$ cat config.mk
export PLATFORM = sky130hd
export DESIGN_NAME = reg_scoreboard
export DESIGN_NICKNAME = d
export VERILOG_FILES = /design/src/rtl/reg_scoreboard.sv
export SDC_FILE = /design/constraint.sdc
export NUM_CORES = 1
export LEC_CHECK = 0
export ABC_AREA = 1
export ABC_CLOCK_PERIOD_IN_PS = 3000
export BUFFER_PORTS_ARGS = -buffer_cell sky130_fd_sc_hd__clkbuf_2
export CORE_UTILIZATION = 55
export DETAILED_ROUTE_END_ITERATION = 8
export GPL_ROUTABILITY_DRIVEN = 0
export GPL_TIMING_DRIVEN = 0
export PLACE_DENSITY = 0.78
export SYNTH_ARGS = -nofsm -noshare
export SYNTH_HDL_FRONTEND = slang
export SYNTH_SLANG_ARGS = --single-unit
$ cat constraint.sdc
create_clock -name i_clk -period 3 [get_ports i_clk]
set_input_delay 0.3 -clock i_clk [delete_from_list [all_inputs] [get_ports i_clk]]
set_output_delay 0.3 -clock i_clk [all_outputs]
set_load 0.03 [all_outputs]
$ cat src/rtl/reg_scoreboard.sv
// Scoreboard for destinations of in-flight long-latency ops (loads, PIM).
// Raises a decode stall on RAW/WAW hazards against them, or when no slot is free.
module reg_scoreboard #(
    parameter int MAX_OUTSTANDING = 4,
    parameter int TIMEOUT_CYCLES  = 1024,
    parameter int CNT_W           = 11,
    localparam int CW = $clog2(MAX_OUTSTANDING + 1)
) (
    input  logic          i_clk,
    input  logic          i_rst,
    input  logic [6:0]    i_opcode,
    input  logic [4:0]    i_rs1,
    input  logic [4:0]    i_rs2,
    input  logic          i_issue_valid,
    input  logic          i_issue_reg_write,
    input  logic [4:0]    i_issue_rd,
    input  logic          i_issue_long,
    input  logic          i_wb_reg_write,
    input  logic [4:0]    i_wb_rd,
    output logic          o_stall,
    output logic [31:0]   o_pending,
    output logic [CW-1:0] o_count,
    output logic          o_full,
    output logic          o_timeout
);

    localparam logic [6:0] OP_R      = 7'b0110011;
    localparam logic [6:0] OP_STORE  = 7'b0100011;
    localparam logic [6:0] OP_BRANCH = 7'b1100011;
    localparam logic [6:0] OP_PIM    = 7'b0001011;
    localparam logic [6:0] OP_JAL    = 7'b1101111;
    localparam logic [6:0] OP_LUI    = 7'b0110111;
    localparam logic [6:0] OP_AUIPC  = 7'b0010111;

    localparam logic [CW-1:0]    MAX_CNT = CW'(MAX_OUTSTANDING);
    localparam logic [CNT_W-1:0] WD_MAX  = CNT_W'(TIMEOUT_CYCLES);

    logic [31:0]      pending_q, pending_d;
    logic [CW-1:0]    count_q, count_d;
    logic [CNT_W-1:0] wd_q, wd_d;
    logic             timeout_q;

    logic no_rs1, use_rs2;
    logic rs1_used, rs2_used;
    logic [31:0] wb_mask, pend_eff, set_mask, clr_mask;
    logic raw, waw, full_blk, long_wr;
    logic set, clr, stall;

    assign no_rs1  = i_opcode inside {OP_JAL, OP_LUI, OP_AUIPC};
    assign use_rs2 = i_opcode inside {OP_R, OP_STORE, OP_BRANCH, OP_PIM};

    always_comb begin
        rs1_used = 1'b1;
        rs2_used = 1'b0;
        unique case (1'b1)
            no_rs1:  rs1_used = 1'b0;
            use_rs2: rs2_used = 1'b1;
            default: ;
        endcase
    end

    // Same-cycle writeback is covered by forwarding, so it never stalls.
    assign wb_mask  = i_wb_reg_write ? (32'd1 << i_wb_rd) : 32'd0;
    assign pend_eff = pending_q & ~wb_mask;

    assign raw = (rs1_used & pend_eff[i_rs1])
               | (rs2_used & pend_eff[i_rs2]);
    assign waw = i_issue_reg_write & pend_eff[i_issue_rd];

    assign clr = i_wb_reg_write & (i_wb_rd != 5'd0)
               & pending_q[i_wb_rd];

    assign long_wr  = i_issue_long & i_issue_reg_write
                    & (i_issue_rd != 5'd0);
    assign full_blk = long_wr & o_full & ~clr;

    assign stall = i_issue_valid & (raw | waw | full_blk);
    assign set   = i_issue_valid & ~stall & long_wr;

    assign set_mask = set ? (32'd1 << i_issue_rd) : 32'd0;
    assign clr_mask = clr ? (32'd1 << i_wb_rd) : 32'd0;

    always_comb begin
        pending_d = (pending_q & ~clr_mask) | set_mask;
        count_d   = count_q;
        unique case ({set, clr})
            2'b10:   count_d = count_q + 1'b1;
            2'b01:   count_d = count_q - 1'b1;
            default: ;
        endcase
    end

    always_comb begin
        wd_d = wd_q;
        if (pending_q == 32'd0 || clr) begin
            wd_d = '0;
        end else if (wd_q != WD_MAX) begin
            wd_d = wd_q + 1'b1;
        end
    end

    always_ff @(posedge i_clk or posedge i_rst) begin
        if (i_rst) begin
            pending_q <= '0;
            count_q   <= '0;
            wd_q      <= '0;
            timeout_q <= 1'b0;
        end else begin
            pending_q <= pending_d;
            count_q   <= count_d;
            wd_q      <= wd_d;
            if (wd_d == WD_MAX) begin
                timeout_q <= 1'b1;
            end
        end
    end

    assign o_stall   = stall;
    assign o_pending = pending_q;
    assign o_count   = count_q;
    assign o_full    = (count_q == MAX_CNT);
    assign o_timeout = timeout_q;

endmodule

==> reports/qor.yml, run 1 <==
run_status:
  status: "completed"
synth:
  ys_ff_latch: 47
  ys.flop_type: "dfrtp_1"
  synth_edf_count: 0
  synth_fp_nets: 687
  synth_top_area_cell: "dfrtp_1"
  ys_warn_count: 0
  synth.most_common_cell: "nand2_1"
  yosys.cell_types.count: 35
  ys_top_cells_by_area: "dfrtp_1, nand2_1, nand3_1"
  netlist.area_leader.share_pct: 28.6
  synth_top_cells_by_count: "nand2_1, nand3_1, nor2_1"
  yosysSeqAreaShare_pct: 28.6
  syn_area_per_cell_um2: 6.33
  netlist_instances: 650
  mappedNetlistArea_um2: 4120
  async_reset_ff_share_pct: 100
clock_tree:
  htreeDepth: 2
  path_clk_slew_ns: 0.10
  cts_tree: "yes"
  cts-root-buf: "clkbuf_8"
  cts_buffers: 5
  clock-sinks: 47
  worst_skew_pair.late_latency_ns: 0.30
  clk_path_buf_depth: 2
finish:
  instances_no_fill: 825
  final_layout_size_suffix_gt1_share_pct: 18.5
  fin_nets: 762
  area_growth_pct: 17.8
  diodes: 0
setup_path:
  slowest_stage: "fa_1"
  cp.required_ns: 3.19
  critPathTopFamily: "simple AND/OR/NAND/NOR gates"
  crit_top_cell: "nand3_1"
  critPathKind: "input port to flop"
  startpoint_type: "input port"
  critPathCaptureType: "flop"
  r2r_slack_ns: 0.21
  crit_path_max_incr_delay_ns: 0.40
  cp_cell_sequence: "buf_2, nand2_4, inv_2, buf_4, nand3_1, nand2_2, o211ai_1, nand3_1, nand3_1, nand2_1, a21oi_2, nand2_2, and2_1, nand2_1, ha_1, inv_1, fa_1, a21oi_1, o21ai_1, xor2_1"
  cp_num_buf_inv: 4
  worstPathArrival_ns: 3.03
  critPathMaxFanout: 10
detailed_routing:
  viasPerCell: 6.39
  wl_per_cell_um: 18.2
  wl_um: 15000
  dr.pass1.iters: 7
  num_vias: 5269
  first_iter_violations: 740
  drc: 0
  ant_nets: 0
die:
  die-width_um: 88.5
  num_io_pins: 71
  initial_core_util_pct: 56.7
  coreArea_um2: 7250
  dieArea_um2: 7830
  fp.dieH_um: 88.5
  rows: 31
timing:
  slew_viol_final: 0
  skew_ns: 0.00449
  timing.slew.headroom_pct: 61.1
  finalSetupViolCount: 0
  rsz0062_at_grt: "yes"
  worstMarginPinSlew_ns: 0.584
  hold_viol: 0
  final.min_clock_period_ns: 2.84
  finalCritPeriodShare_pct: 94.6
  fmax_mhz: 352
grt:
  grt_overflow: 0
  grt_usage_pct: 38.6
  grt_start_max_net_pins: 46
  antenna_found_initial: 0
  grt_pass1_wl_um: 23100
  grt_pass1_vias: 4654
power_and_ir_drop:
  p_leak_nw: 2.35
  total_power_mw: 2.29
  p_per_area_nw_per_um2: 473
  ir_worst_vdd_v: 0.000269
place:
  port_buffers: 64
  dpl.cell_count: 814
  hpwl_um: 11400
job:
  cap_violations: 0
worst_hold_path:
  worst_hold_path_type: "input port to async pin"
cells by family (layout without fill, tap and decap cells):
family / after synthesis / count (layout) / share of synthesized area (%)
fa+ha+maj: 4 / 4 / 1.40
flops: 47 / 47 / 28.6
buf+inv: 100 / 176 / 10.4
simple gates: 428 / 428 / 48.0
compound gates: 60 / 60 / 9.27
xor+xnor: 11 / 11 / 2.34
area by class of cell:
cell class                      count  area, µm²
Tap cell                           99        124
Clock inverter                      3       71.3
Multi-Input combinational cell    503       2610
Sequential cell                    47       1180
Fill cell                         682       2400
Timing Repair Buffer               68        368
Clock buffer                        5       68.8
Inverter                           63        236
Buffer                             37        194
final timing paths:
path | from | to | cells past startpoint
setup / recovery | i_wb_reg_write | o_count[2] | 20
hold / removal | i_rst | o_count[2] | 3
setup reg to reg | o_pending[26] | o_count[2] | 16
hold reg to reg | o_timeout | o_timeout | 2
max in group asynchronous | i_rst | o_pending[31] | 4
min in group i_clk | i_issue_valid | o_pending[1] | 5
per-stage QoR:
stage	setup WS, ns	setup TNS, ns	util [%]	cell area, µm²	hold slack, ns
5_1_grt	-0.0147	-0.0245	66.9	4850	0.392
4_1_cts	0.0316	0	65.3	4730	0.374
2_1_floorplan	0.184	0	-	4120	0.484
6_report	0.161	0	66.9	4850	0.382
3_5_place_dp	-0.348	-0.567	63.1	4580	0.154
3_3_place_gp	-0.244	-0.387	62.9	4560	0.450
cells in the final DEF (no fill, tap or decap), types with 3 or more instances in the layout:
cell type and count:
nand2_1 144, nor4_1 13, a22oi_1 4, clkbuf_2 65
dfrtp_1 45, buf_2 9, nand2_2 11, nand3_2 4
inv_2 9, clkbuf_8 5, nor2_1 72, nand3_1 110
a21oi_1 11, clkbuf_1 18, buf_6 3, o21ai_0 7
xor2_1 9, inv_1 52, ha_1 3, o211ai_1 21
a21oi_2 4, o22ai_1 4, o21ai_1 3, buf_4 7
nor2_4 5, nand4_1 59
where the power goes:
part | total [mW] | leakage (nW) | internal, mW | switching [mW]
sequential | 0.820 | 0.630 | 0.709 | 0.111
clock | 0.581 | 0.0703 | 0.339 | 0.242
combinational | 0.891 | 1.65 | 0.285 | 0.606
total | 2.29 | 2.35 | 1.33 | 0.960
registers in the layout, indices dropped and copies added (netlist names):
| signal | count |
|---|---|
| o_pending | 32 |
| o_count | 3 |
| o_timeout | 1 |
| wd_q | 11 |
layer usage:
layer,GRT usage [%],vias to the layer above,wire length (µm)
met1,54.2,2384,6060
met2,57.8,419,6450
met5,0,-,0
met3,7.93,77,1850
met4,16.4,0,678
li1,-,2389,-
repair_timing:
item / 4_1_cts / 5_1_grt
pin swaps: 0 / 6
hold buffers: 1 / 0
gates resized for setup: 2 / 32
buffers inserted: 0 / 2
endpoints found under the hold margin: 2 / 0
endpoints found under the setup margin: 1 / 2
worst reg2reg max path, cell delays in order (launching register included):
cell and delay (ns):
dfrtp_1 0.51, a22oi_1 0.21, nand4_1 0.11, o211ai_1 0.11
nand3_1 0.13, nand3_2 0.18, nand2_1 0.08, nand2_1 0.11
nor2_4 0.05, and2_1 0.14, nand2_1 0.06, ha_1 0.14
inv_1 0.07, fa_1 0.40, a21oi_1 0.16, o21ai_1 0.09
xor2_1 0.14
Power figures use the tool's default switching activity.
==> run 2: changes to the inputs <==
--- a/config.mk
+++ b/config.mk
@@ -10,4 +10,5 @@
 export BUFFER_PORTS_ARGS = -buffer_cell sky130_fd_sc_hd__clkbuf_2
 export CORE_UTILIZATION = 55
+export CTS_CLUSTER_SIZE = 8
 export DETAILED_ROUTE_END_ITERATION = 8
 export GPL_ROUTABILITY_DRIVEN = 0
==> constraint.sdc (replaced) <==
create_clock -name i_clk -period 3 [get_ports i_clk]
set_input_delay 0.45 -clock i_clk [delete_from_list [all_inputs] [get_ports i_clk]]
set_output_delay 0.45 -clock i_clk [all_outputs]
set_load 0.03 [all_outputs]
==> reports/qor.yml, run 2 (synthesized netlist as in run 1, its figures left out) <==
run_status:
  status: "completed"  # unchanged
timing:
  slew_viol_final: 0  # unchanged
  skew_ns: 0.00521  # was 0.00449 ns
  final.min_clock_period_ns: 2.89  # was 2.84 ns
  finalCritPeriodShare_pct: 96.4  # was 94.6%
  timing.slew.headroom_pct: 60.4  # was 61.1%
  worstMarginPinSlew_ns: 0.594  # was 0.584 ns
  hold_viol: 0  # unchanged
  fmax_mhz: 346  # was 352 MHz
  finalSetupViolCount: 0  # unchanged
clock_tree:
  path_clk_slew_ns: 0.10  # about the same
  worst_skew_pair.late_latency_ns: 0.31  # was 0.30 ns
  cts-root-buf: "clkbuf_8"  # unchanged
  cts_buffers: 5  # unchanged
  htreeDepth: 2  # unchanged
  clk_path_buf_depth: 2  # unchanged
  cts_tree: "yes"  # unchanged
  clock-sinks: 47  # unchanged
finish:
  final_layout_size_suffix_gt1_share_pct: 19.9  # was 18.5%
  layout_commonest_cell: "nand2_1"  # unchanged
  largest_reg_flops: 32  # unchanged
  fin_util_pct: 68.1  # was 66.9%
  diodes: 0  # unchanged
  stdcell_area_um2: 4940  # was 4850 µm²
  fin_nets: 765  # was 762
  area_growth_pct: 19.9  # was 17.8%
  nFillCells: 668  # was 682
  layout_common_cells: "nand2_1, nand3_1, nor2_1"  # unchanged
setup_path:
  cp.required_ns: 3.24  # was 3.19 ns
  worstPathArrival_ns: 3.13  # was 3.03 ns
  startpoint_type: "input port"  # unchanged
  cp_cell_sequence: "clkbuf_4, inv_1, clkbuf_4, nand4_1, nand2_1, nand2_1, nand4_1, nand3_1, nand2_1, nand2_1, nand2_1, nand2_2, nor2_4, and2_1, nand2_1, ha_1, inv_2, fa_2, o21ai_1"  # was buf_2, nand2_4, inv_2, buf_4, nand3_1, nand2_2, o211ai_1, nand3_1, nand3_1, nand2_1, a21oi_2, nand2_2, and2_1, nand2_1, ha_1, inv_1, fa_1, a21oi_1, o21ai_1, xor2_1
  critPathKind: "input port to flop"  # unchanged
  slowest_stage: "fa_2"  # was fa_1
  crit_top_cell: "nand2_1"  # was nand3_1
  critPathMaxFanout: 10  # unchanged
  crit_path_max_incr_delay_ns: 0.43  # was 0.40 ns
  critPathTopFamily: "simple AND/OR/NAND/NOR gates"  # unchanged
  critPathCaptureType: "flop"  # unchanged
  cp_num_buf_inv: 4  # unchanged
die:
  num_io_pins: 71  # unchanged
  die-width_um: 88.5  # unchanged
  coreArea_um2: 7250  # unchanged
  rows: 31  # unchanged
  initial_core_util_pct: 56.7  # unchanged
  dieArea_um2: 7830  # unchanged
  fp.dieH_um: 88.5  # unchanged
place:
  hpwl_um: 11400  # unchanged
  port_buffers: 64  # unchanged
  placed_area_um2: 4580  # unchanged
detailed_routing:
  wl_um: 15100  # was 15000 µm
  wl_per_cell_um: 18.3  # was 18.2 µm
  drc: 0  # unchanged
  viasPerCell: 6.34  # was 6.39
  num_vias: 5247  # was 5269
  first_iter_violations: 824  # was 740
  dr.pass1.iters: 8  # was 7
  ant_nets: 0  # unchanged
worst_hold_path:
  worst_hold_path_type: "flop to flop"  # was input port to async pin
grt:
  grt_start_max_net_pins: 46  # unchanged
  grt_usage_pct: 38.7  # was 38.6%
  antenna_found_initial: 0  # unchanged
  grt_pass1_wl_um: 23200  # was 23100 µm
  grt_pass1_vias: 4666  # was 4654
  grt_overflow: 0  # unchanged
power_and_ir_drop:
  ir_worst_vdd_v: 0.000268  # was 0.000269 V
  p_per_area_nw_per_um2: 468  # was 473 nW/µm²
  p_leak_nw: 2.39  # was 2.35 nW
job:
  cap_violations: 0  # unchanged
-- run 2: metal layers --
layer	vias to the layer above	track usage [%]	share of wire, %
met5	-	0	0
met2	410	57.7	44
li1	2398	-	-
met4	0	16.9	3.9
met3	69	8.68	12
met1	2370	53.8	40
-- run 2: stage by stage --
step	setup WS, ns	power (mW)	TNS, ns	hold slack [ns]	cells
final	0.109	2.31	0	0.484	828
after floorplan	0.0338	1.39	0	0.558	650
after global placement	-0.394	1.63	-0.687	0.450	813
after detailed placement	-0.498	1.67	-0.925	0.304	814
after CTS	-0.0293	2.25	-0.0293	0.488	823
after global routing	-0.0665	2.43	-0.109	0.503	828
-- run 2: repair_timing --
item / 4_1_cts / 5_1_grt
hold buffers: 1 / 0
resized for setup: 10 / 49
pin swaps: 1 / 14
hold endpoints to repair: 2 / 0
buffers inserted: 0 / 5
setup endpoints to repair: 3 / 3
-- run 2: path summary, 6_finish.rpt --
| check | startpoint | to | slack, ns | cells after the start |
|---|---|---|---|---|
| setup / recovery | i_wb_rd[4] | o_count[1] | 0.11 | 19 |
| hold / removal | o_timeout | o_timeout | 0.48 | 2 |
| setup reg to reg | o_pending[31] | o_count[2] | 0.26 | 16 |
| hold reg to reg | o_timeout | o_timeout | 0.48 | 2 |
| max in group asynchronous | i_rst | o_pending[6] | 2.04 | 4 |
| min in group asynchronous | i_rst | o_count[2] | 0.53 | 3 |
-- run 2: power by group --
group          switching (mW)  internal (mW)
clock                   0.243          0.339
combinational           0.611          0.296
sequential              0.112          0.708
-- run 2: area by class of cell --
class,instances,area [µm²],area share (%)
Buffer,37,208,4.21
Clock buffer,5,68.8,1.39
Clock inverter,3,71.3,1.44
Inverter,63,241,4.89
Multi-Input combinational cell,503,2650,53.7
Sequential cell,47,1180,23.8
Tap cell,99,124,2.51
Timing Repair Buffer,71,395,8.01
-- run 2: worst min-delay path, cell delays in order, from the launching register on --
cell	delay, ns
dfrtp_1	0.36
inv_1	0.04
nand2_1	0.05
